--- config.mk ---
export PLATFORM = sky130hd
export DESIGN_NAME = paddle_quad_decoder
export DESIGN_NICKNAME = d
export VERILOG_FILES = /design/src/rtl/pong_pkg.sv /design/src/rtl/sync_glitch_filter.sv /design/src/rtl/paddle_quad_decoder.sv
export SDC_FILE = /design/constraint.sdc
export NUM_CORES = 1
export LEC_CHECK = 0
export CAP_MARGIN = 15
export CORE_UTILIZATION = 48
export DETAILED_ROUTE_END_ITERATION = 7
export GPL_TIMING_DRIVEN = 1
export PLACE_DENSITY_LB_ADDON = 0.2
export SYNTH_ARGS = -nofsm -noshare
export SYNTH_HDL_FRONTEND = slang
export SYNTH_SLANG_ARGS = --single-unit
--- constraint.sdc ---
create_clock -name clk25 -period 4.5 [get_ports clk25]
set_input_delay 0.675 -clock clk25 [delete_from_list [all_inputs] [get_ports clk25]]
set_output_delay 0.675 -clock clk25 [all_outputs]
set_load 0.005 [all_outputs]
--- src/rtl/pong_pkg.sv ---
`default_nettype none
// ============================================================================
//  Module      : pong_pkg
//  Description : Shared paddle geometry and quadrature direction encoding
//                for the pong game logic.
//  Revision    : 1.0 - initial release
// ============================================================================
package pong_pkg;

    localparam int POS_W        = 9;
    localparam int PADDLE_STEP  = 4;
    localparam int PADDLE_MIN   = 0;
    localparam int PADDLE_MAX   = 508;
    localparam int PADDLE_RESET = 256;

    // Encoding matches the modulo-4 phase difference (cur - prev), which keeps
    // the decoder a plain subtraction.
    typedef enum logic [1:0] {
        QD_NONE = 2'd0,
        QD_FWD  = 2'd1,
        QD_ILL  = 2'd2,
        QD_REV  = 2'd3
    } qd_dir_t;

    // Gray state {a,b} to phase index: 00->0, 01->1, 11->2, 10->3.
    function automatic logic [1:0] gray_to_phase(input logic [1:0] g);
        return {g[1], g[1] ^ g[0]};
    endfunction

    // Classifies one transition of the filtered encoder pins.
    function automatic qd_dir_t qd_decode(input logic [1:0] prev,
                                          input logic [1:0] cur);
        logic [1:0] diff;
        diff = gray_to_phase(cur) - gray_to_phase(prev);
        case (diff)
            2'd0:    return QD_NONE;
            2'd1:    return QD_FWD;
            2'd2:    return QD_ILL;
            default: return QD_REV;
        endcase
    endfunction

endpackage
`default_nettype wire

--- src/rtl/sync_glitch_filter.sv ---
`default_nettype none
// ============================================================================
//  Module      : sync_glitch_filter
//  Description : Two-flop synchroniser followed by a stability filter. The
//                filtered output only follows the synchronised input after it
//                has differed for FILT_CYCLES consecutive cycles.
//  Revision    : 1.0 - initial release
// ============================================================================
module sync_glitch_filter #(
    parameter int FILT_CYCLES = 8
) (
    input  logic clk25,
    input  logic rst_n,
    input  logic i_din,
    output logic o_sync,
    output logic o_filt
);

    localparam int c_cnt_w = (FILT_CYCLES > 1) ? $clog2(FILT_CYCLES) : 1;
    localparam logic [c_cnt_w-1:0] c_last = c_cnt_w'(FILT_CYCLES - 1);

    logic               r_meta;
    logic               r_sync;
    logic               r_filt;
    logic [c_cnt_w-1:0] r_cnt;

    // Plain two-flop synchroniser for the asynchronous pin.
    always_ff @(posedge clk25 or negedge rst_n) begin
        if (!rst_n) begin
            r_meta <= 1'b0;
            r_sync <= 1'b0;
        end else begin
            r_meta <= i_din;
            r_sync <= r_meta;
        end
    end

    // Stability counter: any return to the filtered value restarts the count.
    always_ff @(posedge clk25 or negedge rst_n) begin
        if (!rst_n) begin
            r_filt <= 1'b0;
            r_cnt  <= '0;
        end else if (r_sync != r_filt) begin
            if (r_cnt == c_last) begin
                r_filt <= r_sync;
                r_cnt  <= '0;
            end else begin
                r_cnt <= r_cnt + c_cnt_w'(1);
            end
        end else begin
            r_cnt <= '0;
        end
    end

    assign o_sync = r_sync;
    assign o_filt = r_filt;

endmodule
`default_nettype wire

--- src/rtl/paddle_quad_decoder.sv ---
`default_nettype none
// ============================================================================
//  Module      : paddle_quad_decoder
//  Description : Rotary-encoder front end for the paddle. Filters both pins,
//                decodes Gray-code quadrature, accumulates edges into steps,
//                saturates the position at the playfield limits and keeps a
//                frame-stable copy of the position.
//  Revision    : 1.0 - initial release
// ============================================================================
module paddle_quad_decoder #(
    parameter int POS_W          = pong_pkg::POS_W,
    parameter int STEP           = pong_pkg::PADDLE_STEP,
    parameter int POS_MIN        = pong_pkg::PADDLE_MIN,
    parameter int POS_MAX        = pong_pkg::PADDLE_MAX,
    parameter int RESET_POS      = pong_pkg::PADDLE_RESET,
    parameter int FILT_CYCLES    = 8,
    parameter int EDGES_PER_STEP = 1
) (
    input  logic             clk25,
    input  logic             rst_n,
    input  logic             rota,
    input  logic             rotb,
    input  logic             frame_strobe,
    output logic [POS_W-1:0] paddle_pos,
    output logic [POS_W-1:0] paddle_pos_frame,
    output logic             move_pulse,
    output logic             move_dir,
    output logic             sat_pulse,
    output logic             armed,
    output logic [7:0]       err_cnt
);

    import pong_pkg::*;

    localparam logic [POS_W:0]     c_step      = (POS_W+1)'(STEP);
    localparam logic [POS_W:0]     c_min       = (POS_W+1)'(POS_MIN);
    localparam logic [POS_W:0]     c_max       = (POS_W+1)'(POS_MAX);
    localparam logic [POS_W-1:0]   c_reset_pos = POS_W'(RESET_POS);
    localparam logic signed [3:0]  c_eps_pos   = 4'(EDGES_PER_STEP);
    localparam logic signed [3:0]  c_eps_neg   = 4'(-EDGES_PER_STEP);

    logic w_sync_a, w_filt_a;
    logic w_sync_b, w_filt_b;

    sync_glitch_filter #(.FILT_CYCLES(FILT_CYCLES)) u_filt_a (
        .clk25  (clk25),
        .rst_n  (rst_n),
        .i_din  (rota),
        .o_sync (w_sync_a),
        .o_filt (w_filt_a)
    );

    sync_glitch_filter #(.FILT_CYCLES(FILT_CYCLES)) u_filt_b (
        .clk25  (clk25),
        .rst_n  (rst_n),
        .i_din  (rotb),
        .o_sync (w_sync_b),
        .o_filt (w_filt_b)
    );

    logic [1:0]        r_warm;
    logic              r_armed;
    logic [1:0]        r_prev;
    logic signed [3:0] r_acc;
    logic [7:0]        r_err;
    logic              r_req_up;
    logic              r_req_dn;
    logic [POS_W-1:0]  r_pos;
    logic [POS_W-1:0]  r_pos_frame;
    logic              r_move;
    logic              r_dir;
    logic              r_sat;

    logic [1:0]        w_cur;
    logic              w_warm_done;
    logic              w_stable;
    qd_dir_t           w_qd;
    logic signed [3:0] w_delta;
    logic signed [3:0] w_acc_sum;
    logic [POS_W:0]    w_pos_ext;
    logic [POS_W:0]    w_up_sum;
    logic [POS_W:0]    w_next_ext;
    logic [POS_W-1:0]  w_pos_next;
    logic              w_at_limit;

    // Quadrature classification of the filtered pins and accumulator preview.
    always_comb begin
        w_cur       = {w_filt_a, w_filt_b};
        // Right after reset the synchroniser still holds its reset zeros, so
        // equality with the filter is meaningless until two clocks have passed.
        w_warm_done = (r_warm == 2'd2);
        w_stable    = (w_sync_a == w_filt_a) && (w_sync_b == w_filt_b);
        w_qd        = qd_decode(r_prev, w_cur);
        w_delta     = 4'sd0;
        case (w_qd)
            QD_FWD:  w_delta = 4'sd1;
            QD_REV:  w_delta = -4'sd1;
            default: w_delta = 4'sd0;
        endcase
        w_acc_sum = r_acc + w_delta;
    end

    // Arming, edge decode, illegal-transition counting and step requests.
    always_ff @(posedge clk25 or negedge rst_n) begin
        if (!rst_n) begin
            r_warm   <= 2'd0;
            r_armed  <= 1'b0;
            r_prev   <= 2'b00;
            r_acc    <= 4'sd0;
            r_err    <= 8'd0;
            r_req_up <= 1'b0;
            r_req_dn <= 1'b0;
        end else begin
            r_req_up <= 1'b0;
            r_req_dn <= 1'b0;
            if (!w_warm_done) begin
                r_warm <= r_warm + 2'd1;
            end
            if (!r_armed) begin
                if (w_warm_done && w_stable) begin
                    r_armed <= 1'b1;
                    r_prev  <= w_cur;
                end
            end else begin
                r_prev <= w_cur;
                if (w_qd == QD_ILL) begin
                    if (r_err != 8'hFF) begin
                        r_err <= r_err + 8'd1;
                    end
                end else if (w_acc_sum == c_eps_pos) begin
                    r_req_up <= 1'b1;
                    r_acc    <= 4'sd0;
                end else if (w_acc_sum == c_eps_neg) begin
                    r_req_dn <= 1'b1;
                    r_acc    <= 4'sd0;
                end else begin
                    r_acc <= w_acc_sum;
                end
            end
        end
    end

    // Saturating next position, computed one bit wider so it can never wrap.
    always_comb begin
        w_pos_ext  = {1'b0, r_pos};
        w_up_sum   = w_pos_ext + c_step;
        w_next_ext = w_pos_ext;
        w_at_limit = 1'b0;
        if (r_req_up) begin
            w_next_ext = (w_up_sum > c_max) ? c_max : w_up_sum;
            w_at_limit = (w_next_ext == c_max);
        end else if (r_req_dn) begin
            w_next_ext = (w_pos_ext < c_min + c_step) ? c_min : (w_pos_ext - c_step);
            w_at_limit = (w_next_ext == c_min);
        end
        w_pos_next = w_next_ext[POS_W-1:0];
    end

    // Position register, status pulses and the frame-stable copy.
    always_ff @(posedge clk25 or negedge rst_n) begin
        if (!rst_n) begin
            r_pos       <= c_reset_pos;
            r_pos_frame <= c_reset_pos;
            r_move      <= 1'b0;
            r_dir       <= 1'b0;
            r_sat       <= 1'b0;
        end else begin
            r_pos  <= w_pos_next;
            r_move <= (w_pos_next != r_pos);
            // A step that ends on a limit, clipped or landing exactly, flags sat.
            r_sat  <= (r_req_up || r_req_dn) && w_at_limit;
            if (r_req_up) begin
                r_dir <= 1'b1;
            end else if (r_req_dn) begin
                r_dir <= 1'b0;
            end
            // Captures the registered value, so a coincident update is not seen.
            if (frame_strobe) begin
                r_pos_frame <= r_pos;
            end
        end
    end

    assign paddle_pos       = r_pos;
    assign paddle_pos_frame = r_pos_frame;
    assign move_pulse       = r_move;
    assign move_dir         = r_dir;
    assign sat_pulse        = r_sat;
    assign armed            = r_armed;
    assign err_cnt          = r_err;

endmodule
`default_nettype wire

==> results of run 1 <==
## power by group through the flow
stage | combinational [mW] | sequential, mW | clock [mW]
global route | 1.37 | 0.798 | 0.313
finish | 1.23 | 0.775 | 0.281
detailed placement | 1.24 | 0.782 | 0
CTS | 1.24 | 0.775 | 0.288
floorplan | 0.976 | 0.709 | 0
global placement | 1.21 | 0.777 | 0
## cell families (layout without fill, tap and decap cells)
group,count (synthesis),count (layout),synth area share (%)
buffers and inverters,19,52,2.610
xor gates and xnor gates,16,16,6.227
DFF,52,52,47.71
AOI/OAI and AO/OA,41,41,11.49
and+or+nand+nor,78,78,17.22
muxes,19,19,8.059
adders and majority gates,14,14,6.685
## cell type report
cell class | count | area (sq um) | area share [%]
clock inverters | 3 | 27.53 | 0.8537
inverters | 9 | 33.78 | 1.048
clock buffers | 5 | 68.82 | 2.134
flip-flops and latches | 52 | 1304 | 40.43
repair buffers | 35 | 342.8 | 10.63
well taps | 72 | 90.09 | 2.794
multi-input cells | 168 | 1358 | 42.10
## layer usage
layer / GRT usage (%) / vias up
met1: 27.78 / 945
met5: 0 / -
met3: 5.294 / 4
met4: 4.717 / 0
li1: - / 936
met2: 28.05 / 61
## final timing paths
kind,startpoint,end,slack (ns),depth (start not counted)
setup / recovery,u_filt_a.o_filt,r_acc[1],1.78,9
hold / removal,u_filt_b.r_meta,u_filt_b.o_sync,0.36,0
setup reg to reg,u_filt_a.o_filt,r_acc[1],1.78,9
hold reg to reg,u_filt_b.r_meta,u_filt_b.o_sync,0.36,0
max in group asynchronous,rst_n,r_acc[2],3.61,2
min in group asynchronous,rst_n,paddle_pos[4],0.46,2
## through the flow
step,setup WS (ns),total power [mW]
after floorplan,2.058,1.685
after global placement,1.900,1.991
after detailed placement,1.828,2.019
after CTS,1.800,2.306
after global routing,1.654,2.477
final,1.783,2.289
## critical path: stages (launching register included)
cell and delay [ns]:
dfrtp_1 0.45, xnor2_1 0.15, ha_1 0.34, inv_1 0.13, ha_1 0.23, fa_1 0.38
xor2_1 0.42, nand3_1 0.23, nor3_4 0.20, nor2_1 0.07
## registers in the layout, summed over array words and instances (netlist names), 2 cells and up
name and count:
paddle_pos 9, paddle_pos_frame 9, err_cnt 8, r_acc 4, u_filt_a.r_cnt 3, u_filt_b.r_cnt 3, r_prev 2, r_warm 2
## placed cells by master (no fill, tap or decap), types with 3 or more instances in the layout
master            n
nor2b_1           5
clkdlybuf4s50_1  33
ha_1             13
o211ai_1          3
nor3_1            6
nand4_1           6
nor2_1            9
o21ai_0           9
and3_1            9
dfrtp_1          50
xor2_1            4
nand2b_1          4
xnor2_1          10
inv_1             9
a21oi_1           5
mux2i_1           4
clkbuf_8          5
mux2_2           14
nand3_1           5
nand2_1          16
==> flow_summary.yaml, run 1 <==
detailed_routing:
  initialDrtViolationCount: 190
  drt-total-wl_mm: 5.205
  met1_length_mm: 2.549
  met3_length_microns: 266
  drc: 0
  antenna_left: 0
  vias: 1946
  routed.top_layer: "met4"
  dr.pass1.iters: 4
  wl_met2_mm: 2.345
  routedWlPerCell_microns: 15.13
  routed_via_density: 5.657
die:
  fp-row-count: 27
  initial_core_util_pct: 49.63
  ioPinCount: 35
  dieArea_sq_um: 5999
  dieWidth_microns: 77.45
  die_height_microns: 77.45
  coreArea_sq_um: 5507
synth:
  synthFlopType: "dfrtp_1"
  syn_area_per_cell_sq_um: 11.43
  synth_top_area_cell: "dfrtp_1"
  synth_seq_cells: 52
  ys_async_sr_fraction_pct: 100.0
  synth_nets: 258
  synth_most_common_cell: "dfrtp_1"
  synth_common_cells: "dfrtp_1 (50), nand2_1 (16), mux2_2 (14)"
  synth_cell_type_count: 58
  synth_edf_count: 0
  synth_cells: 239
  ys_seq_area_share_pct: 47.71
  synth.top_cell.area_share_pct: 45.79
  netlist_area_sq_um: 2733
  yosysWarnings: 0
  ys_top_cells_by_area: "dfrtp_1 (46%), ha_1 (6.0%), mux2_2 (5.8%)"
cts:
  clock_sinks: 52
  clock_path_buffers: 2
  post_cts.repair.setup_buffers: 0
  clk_latency_ns: 0.31
  clk_pin_slew_ns: 0.10
  cts_buffers: 5
  clockRootBuffer: "clkbuf_8"
  post_cts_resized: 0
  cts_hold_buf: 0
  htreeDepth: 2
  tritoncts: "done"
worst_setup_path:
  worstPathRequired_ns: 4.70
  startpoint_type: "flop"
  end_kind: "flop"
  path_class: "reg -> reg"
  cp_data_arrival_time_ns: 2.92
  critical_path_peak_fanout: 5
outcome:
  status: "completed"
placed_design:
  dp_hpwl_mm: 3.585
  dp.cells: 336
  gp_congestion: 0.8575
  dpl_cell_area_sq_um: 3128
  portBuffers: 34
sta:
  rsz0062_at_grt: "no"
  tns_ns: 0
  hold_viol: 0
  maxSlewViolCount: 0
  worstMarginPinSlew_ns: 0.6451
  period_share_pct: 60.38
  clock.fmax_mhz: 368.1
  holdWs_ns: 0.3583
  skew_ns: 0.008589
  period_minus_slack_ns: 2.717
  relSlewSlack_pct: 56.39
  setup_viol: 0
finish:
  postLayoutCellArea_sq_um: 3224
  nets: 290
  fillCellCount: 462
  instances_no_fill: 344
  area_delta_synth_final_pct: 17.99
  drive_above_1_share_pct: 14.34
  diodes: 0
  utilization_pct: 58.55
power:
  clkPwrFrac_pct: 12.3
  internal_power_mw: 1.322
  power_frac_seq_pct: 33.9
  irDropWorstVdd_v: 0.0005909
  powerDensity_nw_per_um2: 709.9
  pwr-share-comb_pct: 53.9
  p_switching_uw: 966.7
  power.leakage_nw: 1.430
  p_sw_share_pct: 42.23
global_route:
  grt_usage_pct: 19.09
  gr-total-overflow: 0
  grt_pass1_wl_mm: 9.004
  grt_pass1_vias: 1839
  antenna_found_initial: 0
  grt_max_degree: 53
job:
  maxCapViolCount: 0
worst_hold_path:
  hold_class: "reg -> reg"
Power figures use the tool's default switching activity.
==> run 2, diff against run 1 <==
clock period = 2.75 ns   (was 4.5 ns; I/O delays follow)
==> run 2 against run 1 <==
Non-clock buffer count up 8; critical path type unchanged; setup slack got worse by 1.6 ns; clock skew shrank 0.0029 ns; highest routed layer unchanged.
==> flow_summary.yaml, run 2 (synthesized netlist as in run 1, its figures left out) <==
placed_design:
  pre_cts_slack_ns: 0.1839
  gp_congestion: 0.8746
  dp_hpwl_mm: 3.703
  portBuffers: 34
finish:
  final_common_cell: "dfrtp_1"
  fillCellCount: 458
  area_delta_synth_final_pct: 20.19
  nets: 298
  layout_common_cells: "dfrtp_1 (50), clkdlybuf4s50_1 (33), nand2_1 (16)"
  diodes: 0
  drive_above_1_share_pct: 16.79
power:
  power.leakage_nw: 1.465
  powerDensity_nw_per_um2: 1177
  irDropWorstVdd_v: 0.001337
die:
  dieArea_sq_um: 5999
  fp-row-count: 27
  ioPinCount: 35
  die_height_microns: 77.45
  coreArea_sq_um: 5507
  initial_core_util_pct: 49.63
  dieWidth_microns: 77.45
cts:
  post_cts_resized: 0
  clk_latency_ns: 0.31
  cts_hold_buf: 0
  clockRootBuffer: "clkbuf_8"
  tritoncts: "done"
  htreeDepth: 2
  clock_sinks: 52
  post_cts.repair.setup_buffers: 0
  clock_path_buffers: 2
  cts_buffers: 5
  clk_pin_slew_ns: 0.09
global_route:
  grt_max_degree: 53
  grt_usage_pct: 19.11
  antenna_found_initial: 0
  grt_pass1_vias: 1828
  gr-total-overflow: 0
  grt_pass1_wl_mm: 8.935
detailed_routing:
  antenna_left: 0
  drc: 0
  drt-total-wl_mm: 5.227
  routed_via_density: 5.526
  vias: 1945
  initialDrtViolationCount: 182
  routedWlPerCell_microns: 14.85
  dr.pass1.iters: 4
sta:
  rsz0062_at_grt: "no"
  period_share_pct: 92.31
  clock.fmax_mhz: 393.9
  tns_ns: 0
  period_minus_slack_ns: 2.538
  maxSlewViolCount: 0
  worstMarginPinSlew_ns: 0.6273
  hold_viol: 0
  skew_ns: 0.005684
  relSlewSlack_pct: 58.18
  setup_viol: 0
  finalWorstSetupSlack_ns: 0.2116
worst_setup_path:
  path_class: "reg -> reg"
  critical_path_peak_fanout: 5
  worstPathRequired_ns: 2.95
  cp_data_arrival_time_ns: 2.74
  reg2reg_depth: 10
  end_kind: "flop"
  startpoint_type: "flop"
outcome:
  status: "completed"
job:
  maxCapViolCount: 0
worst_hold_path:
  hold_class: "in -> async"
==> run 2: cell types whose count changed in the layout (fill, tap and decap cells not counted) <==
| cell | previous run | this run |
|---|---|---|
| xor2_1 | 4 | 3 |
| clkbuf_1 | 0 | 1 |
| buf_4 | 1 | 9 |
| xor2_2 | 0 | 1 |
| inv_8 | 1 | 0 |
==> run 2: metal layers <==
layer	track usage [%]	vias to the layer above	share of wire, %
met2	28.67	58	46
met3	3.647	11	5.2
met1	27.26	926	48
met4	7.547	0	1.6
met5	0	-	0
li1	-	950	-
==> run 2: final timing paths <==
check / from / end / slack (ns)
setup / recovery: u_filt_a.o_filt / r_acc[0] / 0.21
hold / removal: rst_n / paddle_pos[1] / 0.19
setup reg to reg: u_filt_a.o_filt / r_acc[0] / 0.21
hold reg to reg: u_filt_a.r_meta / u_filt_a.o_sync / 0.36
max in group asynchronous: rst_n / paddle_pos[2] / 2.13
min in group clk25: u_filt_a.r_meta / u_filt_a.o_sync / 0.36
==> run 2: critical path, stage by stage, from the launching register on <==
cell and delay, ns:
dfrtp_1 0.45, xnor2_1 0.18, ha_1 0.18, xnor3_2 0.31, nor2_4 0.17, ha_1 0.30
a21oi_1 0.16, nand2_1 0.07, xnor3_2 0.28, nor3_1 0.25, nor3_2 0.07
==> run 2: final cells by class <==
| type | count | area, sq um | area share [%] |
|---|---|---|---|
| multi-input cells | 168 | 1365 | 41.56 |
| flip-flops and latches | 52 | 1304 | 39.70 |
| repair buffers | 43 | 402.9 | 12.27 |
| well taps | 72 | 90.09 | 2.743 |
| clock buffers | 6 | 72.57 | 2.210 |
| inverters | 9 | 33.78 | 1.029 |
| clock inverters | 2 | 16.27 | 0.4952 |
==> run 2: power breakdown <==
group          total [mW]  internal, mW  switching [mW]
logic                2.24          1.11            1.12
clock network       0.432         0.181           0.251
registers            1.20         0.989           0.207
==> run 2: through the flow <==
| step | cell area (sq um) | util [%] | hold slack (ns) | power [mW] | cells |
|---|---|---|---|---|---|
| 2_1_floorplan | 2733 | - | 0.1169 | 2.757 | 239 |
| 3_3_place_gp | 3188 | 57.90 | 0.3316 | 3.401 | 344 |
| 3_5_place_dp | 3188 | 57.90 | 0.3370 | 3.433 | 344 |
| 4_1_cts | 3277 | 59.51 | 0.2254 | 3.882 | 352 |
| 5_1_grt | 3284 | 59.65 | 0.2547 | 4.198 | 352 |
| 6_report | 3284 | 59.65 | 0.1909 | 3.865 | 352 |
==> run 3, diff against run 2 <==
CELL_PAD_IN_SITES_DETAIL_PLACEMENT = 0   (was unset)
CELL_PAD_IN_SITES_GLOBAL_PLACEMENT = 1   (was unset)
CORE_UTILIZATION = 44   (was 48)
==> run 3 against run 2 <==
First-iteration DRC count decreased by 19%; count of clock-buffer cells in the layout did not move; sequential share of layout area down 0.46 points; worst hold slack lost 0.10 ns; total power rose by 1.9%; non-clock buffer count increased by 3; routed wire length grew 8.7%; final cell count increased by 1.7%; register-to-register slack got worse by 0.02 ns; clock power increased by 1%; critical path type unchanged; largest cell class unchanged; highest routed layer unchanged.
==> flow_summary.yaml, run 3 (synthesized netlist as in run 1, its figures left out) <==
detailed_routing:
  routed_via_density: 5.603
  dr.pass1.iters: 4
  initialDrtViolationCount: 147
  vias: 2006
  routedWlPerCell_microns: 15.88
  antenna_left: 0
  drt-total-wl_mm: 5.684
  drc: 0
global_route:
  grt_pass1_wl_mm: 9.446
  gr-total-overflow: 0
  antenna_found_initial: 0
  grt_max_degree: 26
  grt_usage_pct: 18.94
  grt_pass1_vias: 1885
placed_design:
  portBuffers: 34
  gp_congestion: 0.8060
  dp_hpwl_mm: 4.053
die:
  dieArea_sq_um: 6529
  initial_core_util_pct: 45.88
  fp-row-count: 28
  ioPinCount: 35
  die_height_microns: 80.81
  dieWidth_microns: 80.81
  coreArea_sq_um: 5956
sta:
  setup_viol: 0
  clock.fmax_mhz: 391.5
  maxSlewViolCount: 0
  period_minus_slack_ns: 2.555
  rsz0062_at_grt: "no"
  skew_ns: 0.01005
  worstMarginPinSlew_ns: 0.6215
  relSlewSlack_pct: 58.56
  tns_ns: 0
  hold_viol: 0
  period_share_pct: 92.89
finish:
  multi_input_area_sq_um: 1378
  diodes: 0
  nets: 301
  regArea_sq_um: 1304
  layout_common_cells: "dfrtp_1 (50), clkdlybuf4s50_1 (33), nand2_1 (16)"
  fillCellCount: 531
  area_delta_synth_final_pct: 21.61
  drive_above_1_share_pct: 18.37
  final_common_cell: "dfrtp_1"
outcome:
  status: "completed"
power:
  pwr-share-comb_pct: 58.1
  power_frac_seq_pct: 30.8
  p_switching_mw: 1.638
  irDropWorstVdd_v: 0.001078
  power.leakage_nw: 1.484
  powerDensity_nw_per_um2: 1185
  p_sw_share_pct: 41.60
  clkPwrFrac_pct: 11.1
  internal_power_mw: 2.299
  p_total_mw: 3.937
cts:
  clk_latency_ns: 0.31
  tritoncts: "done"
  cts_hold_buf: 0
  cts_buffers: 5
  clk_pin_slew_ns: 0.10
  htreeDepth: 2
  clock_sinks: 52
  clockRootBuffer: "clkbuf_8"
  clock_path_buffers: 2
worst_hold_path:
  hold_class: "in -> async"
worst_setup_path:
  end_kind: "flop"
  critical_path_peak_fanout: 5
  cp_data_arrival_time_ns: 2.75
  startpoint_type: "flop"
  path_class: "reg -> reg"
  worstPathRequired_ns: 2.94
job:
  maxCapViolCount: 0
run 3: cell count changes in the layout (fill, tap and decap cells not counted):
cell	delta
buf_4	+3
nor3_1	-1
nor3_2	+1
xnor2_1	-1
xnor2_2	+1
run 3: final timing paths:
kind,to,depth (start not counted),slack [ns],startpoint
setup / recovery,r_acc[2],10,0.20,u_filt_a.o_filt
hold / removal,paddle_pos_frame[2],1,0.09,rst_n
setup reg to reg,r_acc[2],10,0.20,u_filt_a.o_filt
hold reg to reg,u_filt_a.o_sync,0,0.36,u_filt_a.r_meta
max in group asynchronous,r_req_up,2,2.01,rst_n
min in group clk25,u_filt_a.o_sync,0,0.36,u_filt_a.r_meta
run 3: area by class of cell:
type / count / area share, %
flip-flops and latches: 52 / 39.23
clock inverters: 2 / 0.4895
well taps: 75 / 2.824
multi-input cells: 168 / 41.45
repair buffers: 46 / 12.80
inverters: 9 / 1.017
clock buffers: 6 / 2.184
run 3: power by group through the flow:
| stage | clock network [mW] | registers, mW | logic (mW) |
|---|---|---|---|
| 4_1_cts | 0.453 | 1.21 | 2.19 |
| 2_1_floorplan | 0 | 1.16 | 1.60 |
| 6_report | 0.438 | 1.21 | 2.29 |
| 3_3_place_gp | 0 | 1.22 | 2.16 |
| 3_5_place_dp | 0 | 1.23 | 2.18 |
| 5_1_grt | 0.480 | 1.25 | 2.55 |
run 3: routing by layer:
metal / wire length (microns) / vias to the layer above / part of all wire, % / GRT usage (%)
li1: - / 957 / - / -
met1: 2655 / 984 / 47 / 26.81
met2: 2728 / 60 / 48 / 29.58
met3: 259 / 5 / 4.6 / 3.708
met4: 41 / 0 / 0.72 / 5.179
met5: 0 / - / 0 / 0
run 3: through the flow:
stage | instance area [sq um] | setup slack, ns | util (%) | instances | hold slack [ns]
after floorplan | 2733 | 0.3076 | - | 239 | 0.1169
after global placement | 3192 | 0.2737 | 53.59 | 347 | 0.3331
after detailed placement | 3192 | 0.2102 | 53.59 | 347 | 0.3364
after CTS | 3281 | 0.1754 | 55.08 | 355 | 0.09822
after global routing | 3323 | 0.01028 | 55.80 | 358 | 0.1370
final | 3323 | 0.1954 | 55.80 | 358 | 0.08756
run 3: worst max-delay path, cell delays in order, from the launching register on:
cell and delay, ns:
dfrtp_1 0.47, xnor2_2 0.18, ha_1 0.17, xnor3_2 0.31, nor2_4 0.17, ha_1 0.30
a21oi_1 0.16, nand2_1 0.08, xnor3_2 0.30, nor3_4 0.23, nor2_1 0.07
run 3: timing repair:
action,in CTS,in global routing
setup buffers,0,3
endpoints found under the hold margin,0,0
resized for setup,0,3
endpoints found under the setup margin,0,3
